File: config.mk
export PLATFORM = sky130hd
export DESIGN_NAME = mc_control_fsm
export DESIGN_NICKNAME = d
export VERILOG_FILES = /design/src/rtl/mc_control_fsm.sv
export SDC_FILE = /design/constraint.sdc
export NUM_CORES = 1
export LEC_CHECK = 0
export BUFFER_PORTS_ARGS = -buffer_cell sky130_fd_sc_hd__buf_2
export CAP_MARGIN = 15
export CORE_MARGIN = 4
export CORE_UTILIZATION = 40
export CTS_CLUSTER_DIAMETER = 200
export DETAILED_ROUTE_END_ITERATION = 7
export PLACE_DENSITY = 0.85
export SYNTH_ARGS = -nofsm -noshare
export SYNTH_HDL_FRONTEND = slang
export SYNTH_SLANG_ARGS = --single-unit
File: constraint.sdc
create_clock -name clk -period 2.1 [get_ports clk]
set_input_delay 0.21 -clock clk [delete_from_list [all_inputs] [get_ports clk]]
set_output_delay 0.21 -clock clk [all_outputs]
set_load 0.03 [all_outputs]
File: src/rtl/mc_control_fsm.sv
// Multicycle MIPS-style control unit: state sequencing plus state-decoded
// datapath controls, with optional memory handshake waits and extended opcodes.

package mc_control_pkg;

  localparam int unsigned StateW = 4;
  localparam int unsigned OpW    = 6;
  localparam int unsigned SelW   = 2;

  typedef enum logic [StateW-1:0] {
    S_FETCH  = 4'd0,
    S_DECODE = 4'd1,
    S_MEMADR = 4'd2,
    S_MEMRD  = 4'd3,
    S_MEMWB  = 4'd4,
    S_MEMWR  = 4'd5,
    S_EXEC   = 4'd6,
    S_ALUWB  = 4'd7,
    S_BEQ    = 4'd8,
    S_ADDIEX = 4'd9,
    S_IWB    = 4'd10,
    S_JUMP   = 4'd11,
    S_BNE    = 4'd12,
    S_LOGEX  = 4'd13,
    S_TRAP   = 4'd15
  } state_e;

  localparam logic [OpW-1:0] OP_RTYPE = 6'b000000;
  localparam logic [OpW-1:0] OP_LW    = 6'b100011;
  localparam logic [OpW-1:0] OP_SW    = 6'b101011;
  localparam logic [OpW-1:0] OP_BEQ   = 6'b000100;
  localparam logic [OpW-1:0] OP_BNE   = 6'b000101;
  localparam logic [OpW-1:0] OP_ADDI  = 6'b001000;
  localparam logic [OpW-1:0] OP_ANDI  = 6'b001100;
  localparam logic [OpW-1:0] OP_ORI   = 6'b001101;
  localparam logic [OpW-1:0] OP_J     = 6'b000010;

  localparam logic [SelW-1:0] ALU_ADD   = 2'b00;
  localparam logic [SelW-1:0] ALU_SUB   = 2'b01;
  localparam logic [SelW-1:0] ALU_FUNCT = 2'b10;
  localparam logic [SelW-1:0] ALU_LOGI  = 2'b11;

  localparam logic [SelW-1:0] SRCB_REG  = 2'b00;
  localparam logic [SelW-1:0] SRCB_FOUR = 2'b01;
  localparam logic [SelW-1:0] SRCB_IMM  = 2'b10;
  localparam logic [SelW-1:0] SRCB_BOFF = 2'b11;

  localparam logic [SelW-1:0] PC_ALU    = 2'b00;
  localparam logic [SelW-1:0] PC_ALUOUT = 2'b01;
  localparam logic [SelW-1:0] PC_JUMP   = 2'b10;

endpackage

module mc_control_fsm
  import mc_control_pkg::*;
#(
  parameter bit MEM_WAIT = 1'b1,
  parameter bit EXT_OPS  = 1'b1
) (
  input  logic                clk,
  input  logic                rst_n,
  input  logic [OpW-1:0]      op,
  input  logic                mem_ready,
  output logic                mem_req,
  output logic                iord,
  output logic                irwrite,
  output logic                memwrite,
  output logic                memtoreg,
  output logic                regwrite,
  output logic                regdst,
  output logic                alusrca,
  output logic                branch,
  output logic                branch_ne,
  output logic                pcwrite,
  output logic [SelW-1:0]     alusrcb,
  output logic [SelW-1:0]     aluop,
  output logic [SelW-1:0]     pcsrc,
  output logic                illegal,
  output logic [StateW-1:0]   state_o
);

  state_e state_q;
  state_e state_d;
  logic   mem_done;

  // Without the handshake every memory access completes in its first cycle.
  assign mem_done = MEM_WAIT ? mem_ready : 1'b1;

  function automatic state_e decode_next(input logic [OpW-1:0] opc);
    state_e nxt;
    nxt = S_TRAP;
    case (opc)
      OP_RTYPE:       nxt = S_EXEC;
      OP_LW, OP_SW:   nxt = S_MEMADR;
      OP_BEQ:         nxt = S_BEQ;
      OP_ADDI:        nxt = S_ADDIEX;
      OP_J:           nxt = S_JUMP;
      OP_BNE:         if (EXT_OPS) nxt = S_BNE;
      OP_ANDI,
      OP_ORI:         if (EXT_OPS) nxt = S_LOGEX;
      default:        nxt = S_TRAP;
    endcase
    return nxt;
  endfunction

  always_ff @(posedge clk or negedge rst_n) begin
    if (!rst_n) begin
      state_q <= S_FETCH;
    end else begin
      state_q <= state_d;
    end
  end

  // Next state and state-decoded controls.
  always_comb begin
    state_d   = state_q;
    mem_req   = 1'b0;
    iord      = 1'b0;
    irwrite   = 1'b0;
    memwrite  = 1'b0;
    memtoreg  = 1'b0;
    regwrite  = 1'b0;
    regdst    = 1'b0;
    alusrca   = 1'b0;
    branch    = 1'b0;
    branch_ne = 1'b0;
    pcwrite   = 1'b0;
    alusrcb   = SRCB_REG;
    aluop     = ALU_ADD;
    pcsrc     = PC_ALU;
    illegal   = 1'b0;

    case (state_q)
      S_FETCH: begin
        // Reset holds the FSM here; the strobes stay quiet until it releases.
        mem_req = rst_n;
        irwrite = rst_n & mem_done;
        pcwrite = rst_n & mem_done;
        alusrcb = SRCB_FOUR;
        if (mem_done) state_d = S_DECODE;
      end
      S_DECODE: begin
        alusrcb = SRCB_BOFF;
        state_d = decode_next(op);
      end
      S_MEMADR: begin
        alusrca = 1'b1;
        alusrcb = SRCB_IMM;
        case (op)
          OP_LW:   state_d = S_MEMRD;
          OP_SW:   state_d = S_MEMWR;
          default: state_d = S_TRAP;
        endcase
      end
      S_MEMRD: begin
        mem_req = 1'b1;
        iord    = 1'b1;
        if (mem_done) state_d = S_MEMWB;
      end
      S_MEMWB: begin
        memtoreg = 1'b1;
        regwrite = 1'b1;
        state_d  = S_FETCH;
      end
      S_MEMWR: begin
        mem_req  = 1'b1;
        iord     = 1'b1;
        memwrite = 1'b1;
        if (mem_done) state_d = S_FETCH;
      end
      S_EXEC: begin
        alusrca = 1'b1;
        aluop   = ALU_FUNCT;
        state_d = S_ALUWB;
      end
      S_ALUWB: begin
        regdst   = 1'b1;
        regwrite = 1'b1;
        state_d  = S_FETCH;
      end
      S_BEQ: begin
        alusrca = 1'b1;
        aluop   = ALU_SUB;
        pcsrc   = PC_ALUOUT;
        branch  = 1'b1;
        state_d = S_FETCH;
      end
      S_BNE: begin
        alusrca   = 1'b1;
        aluop     = ALU_SUB;
        pcsrc     = PC_ALUOUT;
        branch_ne = 1'b1;
        state_d   = S_FETCH;
      end
      S_ADDIEX: begin
        alusrca = 1'b1;
        alusrcb = SRCB_IMM;
        state_d = S_IWB;
      end
      S_LOGEX: begin
        alusrca = 1'b1;
        alusrcb = SRCB_IMM;
        aluop   = ALU_LOGI;
        state_d = S_IWB;
      end
      S_IWB: begin
        regwrite = 1'b1;
        state_d  = S_FETCH;
      end
      S_JUMP: begin
        pcsrc   = PC_JUMP;
        pcwrite = 1'b1;
        state_d = S_FETCH;
      end
      S_TRAP: begin
        illegal = 1'b1;
        state_d = S_TRAP;
      end
      // An upset into the unused encoding is treated as an illegal instruction.
      default: begin
        state_d = S_TRAP;
      end
    endcase
  end

  assign state_o = StateW'(state_q);

endmodule

==> metrics.md <==
| Metric | Value |
|---|---|
| Area occupied by multi-input gates | `about 440 um^2` |
| Final std cell area, no fill | `771 um^2` |
| Root Buffer | `clkbuf_4` |
| Worst hold slack | `~300 ps` |
| Final #Nets | `between 100 and 150` |
| Mapped Area | `between 500 and 600 um^2` |
| # rows | `13` |
| Max Cap Viol | `0` |
| H-tree level count | `1` |
| DR WL/cell | `around 12 um` |
| Synth cell count leaders | `nor2_1 (23), nand2_1 (11), a21oi_1 (7), o21ai_0 (5)` |
| ANT cells | `0` |
| DIE WIDTH | `between 40 and 50 um` |
| Tmin final | `1830 ps` |
| Leakage power | `~0.40 nW` |
| Simple-gate share of the synthesized area | `approximately 44%` |
| GRT Total Usage | `approximately 16%` |
| Synth Area in Adders | `0%` |
| Final setup viols | `0` |
| Worst setup SP type | `register` |
| Vias in the first global route | `around 650` |
| Relative slew slack | `68.0%` |
| Initial antenna violation count | `0` |
| Filler cell count | `about 130` |
| Peak supply drop | `0.000570 V` |
| 1st-pass router iterations | `4` |
| Iter 0 DRT Violations | `42` |
| Max incr delay on CP | `between 500 and 600 ps` |
| Clock power share | `roughly 6.5%` |
| CP startpoint | `state_o[0]` |
| Share of the synthesized area in the top cell type | `between 10% and 20%` |
| Hpwl dp | `around 1300 um` |
| DIE AREA | `around 0.0021 mm^2` |
| Skew-Pair Late Insertion Delay | `240 ps` |
| Worst hold path type | `input port to async pin` |
| Largest family of logic cells by synthesized area | `simple AND/OR/NAND/NOR gates` |
| R2R depth | `5` |
| Max reg flops | `4` |
| IO buf count | `30` |
| P&R area growth vs syn | `33.0%` |
| Total Wirelength | `around 1700 um` |
| Synth Instances | `slightly above 90` |
| Reg-to-reg startpoint | `state_o[0]` |
| Crit-path cells | `or2_2, nor2_1, a21o_1, buf_2` |
| GR Overflow Total | `0` |
| Worst Path Arrival | `approximately 1600 ps` |
| Synth Area in XOR/XNOR | `3.02%` |
| CP Max Fanout | `18` |
| Core area | `0.00133 mm^2` |
| Clk buf depth | `2` |
| Flop pwr share | `between 15 and 20%` |
| Die Ht | `46.1 um` |
| R2r setup slk | `420 ps` |
| Io pins | `31` |
| Drt drc | `0` |
| CTS tree | `yes` |
| Largest net degree at the start of global routing | `19` |
| Worst slew pin tran | `roughly 480 ps` |
| Syn avg cell area | `6.23 um^2` |
| Vias per std cell | `between 5 and 6` |
| Compound-Gate Fraction of Synth Area | `about 28%` |
| First-pass GRT wire length | `between 2000 and 3000 um` |
| Via Count | `786` |
| RSZ-0062 raised after global routing | `no` |
| Tcrit/Tclk final | `~87%` |
| Status | `finished, final reports clean` |
| Post-synthesis mux area share | `0%` |
| Placed cell area | `approximately 740 um^2` |
| Leading area contributor after synthesis | `dfrtp_1` |
| Dominant cells by area after synthesis | `dfrtp_1 (17%), nor2_1 (15%), nand2_1 (7.1%)` |
| Starting Density | `a little over two fifths` |
| Setup TNS | `0 ps` |
| GP Congestion | `approximately 0.82` |
| Pins Over Slew Limit | `0` |
| Seq/Total Area, Yosys | `about 17%` |
| Seq cells post-synth | `4` |
| Critical path depth | `4` |
| Critical setup path kind | `register to primary output` |
| Fmax | `approximately 550 MHz` |
| Final Hold Violating Endpoints | `0` |
| CTS sink count | `4` |
| CP bufs+invs | `1` |
| Share of layout cells above drive strength 1 | `between 30% and 40%` |
| Worst Skew | `between 3 and 4 ps` |
| Worst Setup End Kind | `primary output` |
| Syn. warnings | `0` |
| Syn nets | `102` |
| Slowest CP cell | `dfrtp_1` |
| Ys flop type | `dfrtp_1` |
| Clock transition at the registers of the reported paths | `~40 ps` |
| WP data required | `1890 ps` |
| Ys async rst share | `100%` |
| Pint | `approximately 0.00056 W` |
| Register area | `100 um^2` |
| Cell family with most CP delay | `simple AND/OR/NAND/NOR gates` |
| Remaining antenna violation count after routing | `0` |
| Logic pwr share | `77.9%` |
| Clock buffer count from CTS | `3` |
| Count leader, synth | `nor2_1` |
| Pwr dens | `approximately 1900 mW/mm^2` |
| Total power | `about 0.0015 W` |
| Switching power | `approximately 0.00091 W` |
| Post-CTS Resized | `0` |
| Post-synthesis cell type count | `34` |
| Sw Share | `slightly above 60%` |
| EDFF count, synth | `0` |
==> worst paths after layout <==
check | endpoint
max in group asynchronous | state_o[3]
max reg2reg | state_o[2]
max | regwrite
min in group clk | state_o[0]
min reg2reg | state_o[2]
min | state_o[2]
==> cells by family after synthesis <==
family          count (synthesis)
buf+inv                         9
xor+xnor                        2
simple gates                   53
compound gates                 25
flops                           4
==> timing repair <==
action / in CTS / in global routing
hold buffers: 1 / 0
setup buffers: 0 / 0
endpoints found under the hold margin: 4 / 0
==> placed cells by master, fill, tap and decap left out <==
cell type       n
clkbuf_4        3
or2_1           1
dlygate4sd3_1   1
dfrtp_1         4
nand2b_1        3
a211o_1         1
o22ai_1         3
o21a_1          1
nor2_1         23
buf_4           2
or2_2           1
a21o_1          1
o211ai_1        1
and3b_1         1
a32oi_1         1
inv_1           4
nand2_1        11
a21oi_1         7
nor4_1          1
a2bb2oi_1       1
or3_1           1
or4_4           2
xnor2_1         2
nand3_2         1
nand3_1         3
and2_1          2
o31a_2          1
and2b_1         1
a31oi_1         1
o21ai_0         5
nor3_1          2
a211oi_2        1
buf_2          30
o31ai_1         1
==> layout make-up <==
class | count | share of cell area [%]
clock buffers | 3 | 2.92
multi-input cells | 80 | 57.0
repair buffers | 33 | 22.7
well taps | 15 | 2.44
flip-flops and latches | 4 | 13.0
inverters | 4 | 1.95
==> power by group through the flow <==
| stage | combinational (W) | sequential (W) | clock [W] |
|---|---|---|---|
| finish | 0.00115 | 0.000229 | 0.0000957 |
| global route | 0.00125 | 0.000238 | 0.0000975 |
| CTS | 0.00115 | 0.000225 | 0.0000943 |
| detailed placement | 0.00114 | 0.000225 | 0 |
| global placement | 0.00113 | 0.000225 | 0 |
| floorplan | 0.000839 | 0.000248 | 0 |
==> worst register-to-register path, delay by kind of cell, from the launching register on <==
family / cells / cell delay, ps
AOI/OAI and AO/OA: 3 / 550
DFF: 1 / 550
and+or+nand+nor: 2 / 500
==> per-stage QoR <==
| stage | utilization, % | setup WS [ps] | std cells |
|---|---|---|---|
| 6_report | 57.8 | 270 | 139 |
| 5_1_grt | 57.8 | 140 | 139 |
| 4_1_cts | 57.8 | 277 | 139 |
| 3_5_place_dp | 55.3 | 449 | 135 |
| 3_3_place_gp | 55.3 | 469 | 135 |
| 2_1_floorplan | - | 132 | 93 |
==> layer usage <==
layer  track usage, %  wire length, um  vias to the layer above
met5                0                0                        -
met4             5.11                0                        0
met3             3.52              191                        0
met2             29.1              790                       44
met1             19.3              718                      348
li1                 -                -                      394
No activity file was read; power rests on OpenSTA's default activity.
